<file path="src/rtl/uart_rx.sv">
// 16x-oversampling UART receiver: reassembles LSB-first words, checks optional
// parity and stop bits, and reports each frame with a one-cycle done strobe.
//
//  state    | meaning
//  ---------+-----------------------------------------------------------
//  ST_IDLE  | line idle, waiting for a falling edge on the synced line
//  ST_START | counting to mid start bit, rejecting glitches
//  ST_DATA  | sampling N_DATA data bits at mid-bit
//  ST_PARITY| sampling and checking the parity bit
//  ST_STOP  | sampling M_STOP stop bits, then publishing the word
module uart_rx #(
    parameter int NB_DATA         = 8,
    parameter int N_DATA          = 8,
    parameter int LOG2_N_DATA     = 4,
    parameter int PARITY_CHECK    = 1,
    parameter int EVEN_ODD_PARITY = 1,
    parameter int M_STOP          = 1,
    parameter int LOG2_M_STOP     = 1
) (
    input  logic               i_clock,
    input  logic               i_reset,
    input  logic               i_data,
    input  logic               i_tick,
    output logic [NB_DATA-1:0] o_data,
    output logic               o_rx_done,
    output logic               o_parity_err,
    output logic               o_frame_err
);

    typedef enum logic [2:0] {
        ST_IDLE,
        ST_START,
        ST_DATA,
        ST_PARITY,
        ST_STOP
    } state_t;

    localparam logic [LOG2_N_DATA-1:0] LAST_DATA = LOG2_N_DATA'(N_DATA - 1);
    localparam logic [LOG2_M_STOP-1:0] LAST_STOP = LOG2_M_STOP'(M_STOP - 1);

    state_t                 state_q, state_d;
    logic [1:0]             sync_q;
    logic                   rx_s;
    logic                   rx_prev_q;
    logic [3:0]             s_cnt_q, s_cnt_d;
    logic [LOG2_N_DATA-1:0] n_cnt_q, n_cnt_d;
    logic [LOG2_M_STOP-1:0] m_cnt_q, m_cnt_d;
    logic [N_DATA-1:0]      sr_q, sr_d;
    logic                   par_acc_q, par_acc_d;
    logic                   par_err_q, par_err_d;
    logic                   frm_err_q, frm_err_d;
    logic                   frm_err_now;
    logic [NB_DATA-1:0]     data_ext;
    logic [NB_DATA-1:0]     data_q, data_d;
    logic                   done_q, done_d;
    logic                   perr_q, perr_d;
    logic                   ferr_q, ferr_d;

    assign rx_s = sync_q[1];

    // Line is asynchronous; the previous value is taken per tick so edge
    // detection and bit sampling share the same time base.
    always_ff @(posedge i_clock or negedge i_reset) begin
        if (!i_reset) begin
            sync_q    <= 2'b11;
            rx_prev_q <= 1'b1;
        end else begin
            sync_q <= {sync_q[0], i_data};
            if (i_tick) begin
                rx_prev_q <= rx_s;
            end
        end
    end

    always_comb begin
        data_ext               = '0;
        data_ext[N_DATA-1:0]   = sr_q;
    end

    always_comb begin
        state_d     = state_q;
        s_cnt_d     = i_tick ? s_cnt_q + 4'd1 : s_cnt_q;
        n_cnt_d     = n_cnt_q;
        m_cnt_d     = m_cnt_q;
        sr_d        = sr_q;
        par_acc_d   = par_acc_q;
        par_err_d   = par_err_q;
        frm_err_d   = frm_err_q;
        frm_err_now = frm_err_q | ~rx_s;
        data_d      = data_q;
        done_d      = 1'b0;
        perr_d      = perr_q;
        ferr_d      = ferr_q;

        case (state_q)
            ST_IDLE: begin
                s_cnt_d = 4'd0;
                if (i_tick && rx_prev_q && !rx_s) begin
                    state_d   = ST_START;
                    n_cnt_d   = '0;
                    m_cnt_d   = '0;
                    par_acc_d = 1'b0;
                    par_err_d = 1'b0;
                    frm_err_d = 1'b0;
                end
            end
            ST_START: begin
                if (i_tick && s_cnt_q == 4'd7) begin
                    s_cnt_d = 4'd0;
                    state_d = rx_s ? ST_IDLE : ST_DATA;
                end
            end
            ST_DATA: begin
                if (i_tick && s_cnt_q == 4'd15) begin
                    sr_d      = {rx_s, sr_q[N_DATA-1:1]};
                    par_acc_d = par_acc_q ^ rx_s;
                    n_cnt_d   = n_cnt_q + LOG2_N_DATA'(1);
                    if (n_cnt_q == LAST_DATA) begin
                        s_cnt_d = 4'd0;
                        state_d = (PARITY_CHECK != 0) ? ST_PARITY : ST_STOP;
                    end
                end
            end
            ST_PARITY: begin
                if (i_tick && s_cnt_q == 4'd15) begin
                    if (EVEN_ODD_PARITY != 0) begin
                        par_err_d = par_acc_q ^ rx_s;
                    end else begin
                        par_err_d = ~(par_acc_q ^ rx_s);
                    end
                    s_cnt_d = 4'd0;
                    state_d = ST_STOP;
                end
            end
            ST_STOP: begin
                if (i_tick && s_cnt_q == 4'd15) begin
                    frm_err_d = frm_err_now;
                    m_cnt_d   = m_cnt_q + LOG2_M_STOP'(1);
                    if (m_cnt_q == LAST_STOP) begin
                        data_d  = data_ext;
                        perr_d  = par_err_q;
                        ferr_d  = frm_err_now;
                        done_d  = 1'b1;
                        s_cnt_d = 4'd0;
                        state_d = ST_IDLE;
                    end
                end
            end
            default: begin
                s_cnt_d = 4'd0;
                state_d = ST_IDLE;
            end
        endcase
    end

    always_ff @(posedge i_clock or negedge i_reset) begin
        if (!i_reset) begin
            state_q   <= ST_IDLE;
            s_cnt_q   <= 4'd0;
            n_cnt_q   <= '0;
            m_cnt_q   <= '0;
            sr_q      <= '0;
            par_acc_q <= 1'b0;
            par_err_q <= 1'b0;
            frm_err_q <= 1'b0;
            data_q    <= '0;
            done_q    <= 1'b0;
            perr_q    <= 1'b0;
            ferr_q    <= 1'b0;
        end else begin
            state_q   <= state_d;
            s_cnt_q   <= s_cnt_d;
            n_cnt_q   <= n_cnt_d;
            m_cnt_q   <= m_cnt_d;
            sr_q      <= sr_d;
            par_acc_q <= par_acc_d;
            par_err_q <= par_err_d;
            frm_err_q <= frm_err_d;
            data_q    <= data_d;
            done_q    <= done_d;
            perr_q    <= perr_d;
            ferr_q    <= ferr_d;
        end
    end

    assign o_data       = data_q;
    assign o_rx_done    = done_q;
    assign o_parity_err = perr_q;
    assign o_frame_err  = ferr_q;

endmodule

</file>
<file path="config.mk">
export PLATFORM = sky130hd
export DESIGN_NAME = uart_rx
export DESIGN_NICKNAME = d
export VERILOG_FILES = /design/src/rtl/uart_rx.sv
export SDC_FILE = /design/constraint.sdc
export NUM_CORES = 1
export LEC_CHECK = 0
export BUFFER_PORTS_ARGS = -buffer_cell sky130_fd_sc_hd__buf_2
export CORE_MARGIN = 2
export CORE_UTILIZATION = 50
export CTS_BUF_LIST = sky130_fd_sc_hd__clkbuf_4
export CTS_CLUSTER_SIZE = 8
export DETAILED_ROUTE_END_ITERATION = 6
export GPL_ROUTABILITY_DRIVEN = 0
export PLACE_DENSITY = 0.72
export REMOVE_ABC_BUFFERS = 1
export SYNTH_ARGS = -nofsm -noshare
export SYNTH_HDL_FRONTEND = slang
export SYNTH_SLANG_ARGS = --single-unit
</file>
<file path="constraint.sdc">
create_clock -name i_clock -period 1.85 [get_ports i_clock]
set_input_delay 0.37 -clock i_clock [delete_from_list [all_inputs] [get_ports i_clock]]
set_output_delay 0.37 -clock i_clock [all_outputs]
set_load 0.02 [all_outputs]
</file>
# Word-level counts from Yosys, hierarchy flattened

Cells that the tools add are included.

Input port bits: 4
Logic and storage cells: 81
Register bits after elaboration: 37

Equal/unequal tests: 14
Muxes and demuxes: 31
Reduce and logical (&&, ||, !) cells: 15
$add $sub $neg: 3
Bitwise gates (word level): 4

Operators with widths:

| operator              | number |
|---|---|
| $mux W4               | 9 |
| $mux W3               | 7 |
| $pmux W4 S4           | 1 |
| $pmux W3 S5           | 1 |
| $ne A2 B2 Y1 const B  | 7 |
| $reduce_and A3 Y1     | 4 |
| $add A4 B1 Y4 const B | 2 |
| $eq A4 B3 Y1 const B  | 2 |
| $pmux W1 S2           | 4 |
| $pmux W4 S2           | 1 |
| $mux W1               | 7 |
| $reduce_and A7 Y1     | 1 |
| $eq A3 B2 Y1 const B  | 2 |
| $reduce_bool A2 Y1    | 3 |
| $eq A4 B4 Y1 const B  | 1 |
| $logic_and A1 B1 Y1   | 4 |
| $eq A3 B1 Y1 const B  | 1 |
| $eq A3 B3 Y1 const B  | 1 |
| $logic_not A3 Y1      | 1 |
| $mux W2               | 1 |
| $not A1 Y1            | 2 |
| $reduce_and A2 Y1     | 1 |
| $add A1 B1 Y1 const B | 1 |
| $logic_not A1 Y1      | 1 |
| 2 further kinds       | 2 |

# Depth between registers and ports, before layout

Word-level depth: 5
Depth in mapped cells: 7

# Worst setup path before layout

No wires, ideal clock.

Path kind: register -> register
From: register s_cnt_q[0]
To: register state_q[0]
Arrival time: 1.580 ns
Cell stages (with the launch flop): 7
Setup time: 0.121 ns
Path slack: 0.149 ns
Required time: 1.729 ns
Clock period less this slack: 1.701 ns
Cells stage by stage: dfrtp_1 ha_1 and4_4 buf_6 or3_1 and4_4 a22o_1

Word-level cells in the longest chain between the ends: 4

Ends and longest elaborated chain:

| what                                                | line | RTL |
|---|---|---|
| from (decl)                                         | 45   | `logic [3:0] s_cnt_q, s_cnt_d;` |
| from (signal assigned)                              | 172  | `s_cnt_q <= s_cnt_d;` |
| $eq A4 B4 Y1 / $eq A4 B3 Y1 (equally long branches) | -    |  |
| $logic_and A1 B1 Y1 (on tied branches)              | -    |  |
| $ne A2 B2 Y1 (no source line)                       | -    |  |
| $reduce_and A7 Y1 (no source line) (*)              | -    |  |
| to (signal assigned)                                | 171  | `state_q <= state_d;` |
| to (decl)                                           | 41   | `state_t state_q, state_d;` |

Mark *: on every way between the ends. The rest lies on a longest branch, timed or not.
A chain may end at the register's enable or synchronous reset.

# Worst setup path after layout

From: register s_cnt_q[0]
To: register data_q[7], in the netlist o_data[7]

Word-level cells in the longest chain between the ends: 3

Ends and longest elaborated chain:

| what                               | line | RTL |
|---|---|---|
| $eq A4 B4 Y1                       | 136  | `if (i_tick && s_cnt_q == 4'd15) begin` |
| $logic_and A1 B1 Y1                | 136  |  |
| $reduce_and A3 Y1 (no source line) | -    |  |
| to (signal assigned)               | 179  | `data_q <= data_d;` |
| to (decl)                          | 54   | `logic [NB_DATA-1:0] data_q, data_d;` |

No other way between the ends.

==> summary.txt <==
Timing
  – Max Slew Vio Count: 0
  – Final worst path period need: 1.73 ns
  – Worst slew margin: 0.681
  – Fin Clk Skew: 0.00747 ns
  – Period utilization: 0.938
  – Highest clock rate: 576 MHz
  – RSZ-0062 raised after global routing: no
  – Worst Tran Pin Value: 0.476 ns
  – Final setup viols: 0
  – Final Hold Viols: 0
  – Setup_tns: 0 ns

Final layout
  – Most common cell after layout, fill and taps aside: dfrtp_1
  – Design area: 0.00187 mm2
  – Synth-to-layout area growth: 11.8%
  – Nets: 161
  – Non-filler cells, final: 202
  – Final Util: 0.570
  – Share of cells above drive strength 1: 0.301
  – Ant. Diodes: 0
  – Most frequent cells in the layout: dfrtp_1, buf_2, mux2_1

Die
  – Core ar.: 0.00328 mm2
  – Die Height: 61.9 um
  – Number of I/O pins: 15
  – Die ar.: 0.00383 mm2
  – Die width: 61.9 um
  – Row count: 21
  – Initial Util: 0.510

Routing
  – Drc violations: 0
  – WL final: 3020 um
  – Final antenna-violating net count: 0
  – Initial DRC Count: 36
  – Met2 WL: 1490 um
  – WL met1: 1380 um
  – Via-to-Cell Ratio: 5.33
  – Top sig layer: met4
  – WL met3: 98 um
  – Initial DRT Pass Iterations: 4
  – Wirelength per Cell: 14.9 um
  – Via count: 1076

Power and ir drop
  – Power, Total: 1.57 mW
  – Pwr dens: 837 mW/mm2
  – Static leakage: 0.945 nW
  – VDD IR max: 773 uV

Worst setup path
  – Startpoint Class: flop
  – Worst setup EP type: flop
  – CP Class: flop to flop
  – Arrival @ worst endpoint: 1.97 ns
  – CP Max Fanout: 11
  – WP data required: 2.08 ns

GRT
  – Vias in the first global route: 1087
  – Initial antenna violation count: 0
  – Largest net degree at the start of global routing: 38
  – Grt ovf: 0
  – Global-route wire length before repair: 4860 um
  – Total Routing Usage GR: 0.183

Yosys
  – Seq/Total Area, Yosys: 0.555
  – Yosys reg bits: 37
  – Post-Synth Simple-Gate Area: 0.140
  – Synth cell types: 40
  – Synth top area share: 0.508
  – Syn_area_per_cell: 12.6 um2
  – Ys Warns: 0
  – Biggest area consumer among synthesized cells: dfrtp_1
  – Synth Area in Compound Gates: 0.0754
  – Synthesized area: 0.00168 mm2
  – Post-Syn Instances: 133
  – Synth area leaders: dfrtp_1, mux2_1, mux2_4, dfstp_2, buf_6
  – Synth Area in XOR/XNOR: 0.0261
  – Adder-Cell Fraction of Synth Area: 0.0149
  – Post-synthesis mux area share: 0.149
  – Largest family of logic cells by synthesized area: multiplexers

Run status
  – Outcome: finished clean

Clock network
  – CTS Buf Count: 5
  – Clock Path Buffers: 2
  – Clk Latency, worst-skew pair: 0.35 ns
  – CTS root buffer: clkbuf_4
  – H-tree depth: 2
  – CTS sink cnt: 37
  – CTS tree: built
  – Reg clk slew, reported paths: 0.11 ns

Placement
  – Inst Count DP: 193
  – Area post-placement: 0.00181 mm2
  – Post-DP HPWL: 2160 um
  – Input/output buffers: 14

Flow run
  – Max Cap Viol: 0

Worst hold path
  – Hold Path Class: input pin to flop
## where the power goes
group | switching, mW | internal (mW) | total (mW)
Clock | 0.275 | 0.144 | 0.419
Combinational | 0.129 | 0.103 | 0.231
Sequential | 0.0616 | 0.855 | 0.917
## metal layers
layer	GRT usage	vias up
li1	-	522
met1	0.219	531
met2	0.308	18
met3	0.0621	5
met4	0.0638	0
met5	0	-
## cells by family (layout without fill, tap and decap cells)
family / after synthesis / after routing
buffers and inverters: 9 / 32
AOI/OAI and AO/OA: 20 / 20
adders and majority gates: 2 / 2
and+or+nand+nor: 40 / 40
muxes: 20 / 20
DFF: 37 / 37
xor gates and xnor gates: 5 / 5
## synthesized netlist by cell type
library cell  number
a2111oi_0          1
a21o_1             1
a21oi_1            3
a22o_1             1
a311oi_1           1
a31oi_1            2
and3_1             1
and3_4             1
and3b_4            1
and4_4             2
buf_2              2
buf_6              4
dfrtp_1           34
dfstp_2            3
ha_1               2
inv_1              3
mux2_1            10
mux2_2             1
mux2_4             7
mux2i_1            2
nand2_1            8
nand2_2            1
nand2b_1           1
nand3_1            7
nand3_2            1
nand4_1            3
nor2_1             7
nor2_2             1
nor2b_1            1
nor3_1             1
nor3b_2            1
nor4_1             1
o211ai_1           3
o21a_1             1
o21ai_0            1
o21ai_1            6
or3_1              1
or4_1              1
xnor2_1            3
xor2_1             2
## repair_timing
action / CTS / global route
resized for setup: 0 / 1
hold buffers: 1 / 0
hold endpoints to repair: 34 / 0
endpoints found under the setup margin: 0 / 8
buffers inserted: 0 / 0
## registers in the layout (all words and copies together) (netlist names), 2 cells and up
register  cells
sync_q        2
s_cnt_q       4
n_cnt_q       4
o_data        8
data_ext      8
state_q       3
## layout make-up
| type | count | area [um2] |
|---|---|---|
| fill | 279 | 1410 |
| clock inverter | 3 | 17.5 |
| sequential | 37 | 930 |
| inverter | 3 | 11.3 |
| tap | 46 | 57.6 |
| multi-input combinational | 87 | 682 |
| clock buffer | 5 | 37.5 |
| timing repair buffer | 21 | 138 |
## worst max-delay path: stages (launching register included)
cell and delay [ns]:
dfrtp_1 0.41, ha_2 0.23, and4_4 0.29, nand2_2 0.08, nor2_2 0.09, buf_4 0.20
mux2_1 0.34
## final timing paths
check	from	endpoint	slack [ns]	cells after the start
min in group asynchronous	i_reset	o_rx_done	0.51	3
max in group asynchronous	i_reset	sync_q[1]	1.08	3
max reg2reg	s_cnt_q[0]	o_data[7]	0.12	6
min	i_data	sync_q[0]	0.12	1
max	s_cnt_q[0]	o_data[7]	0.12	6
min reg2reg	sync_q[0]	sync_q[1]	0.36	0
## per-stage QoR
stage / setup WS [ns] / hold WS, ns
3_5_place_dp: 0.106 / 0.346
5_1_grt: 0.0223 / 0.0854
4_1_cts: 0.0945 / 0.107
3_3_place_gp: 0.175 / 0.343
6_report: 0.115 / 0.116
2_1_floorplan: 0.124 / 0.0744
Note: power is estimated with default switching activity, not from simulation.
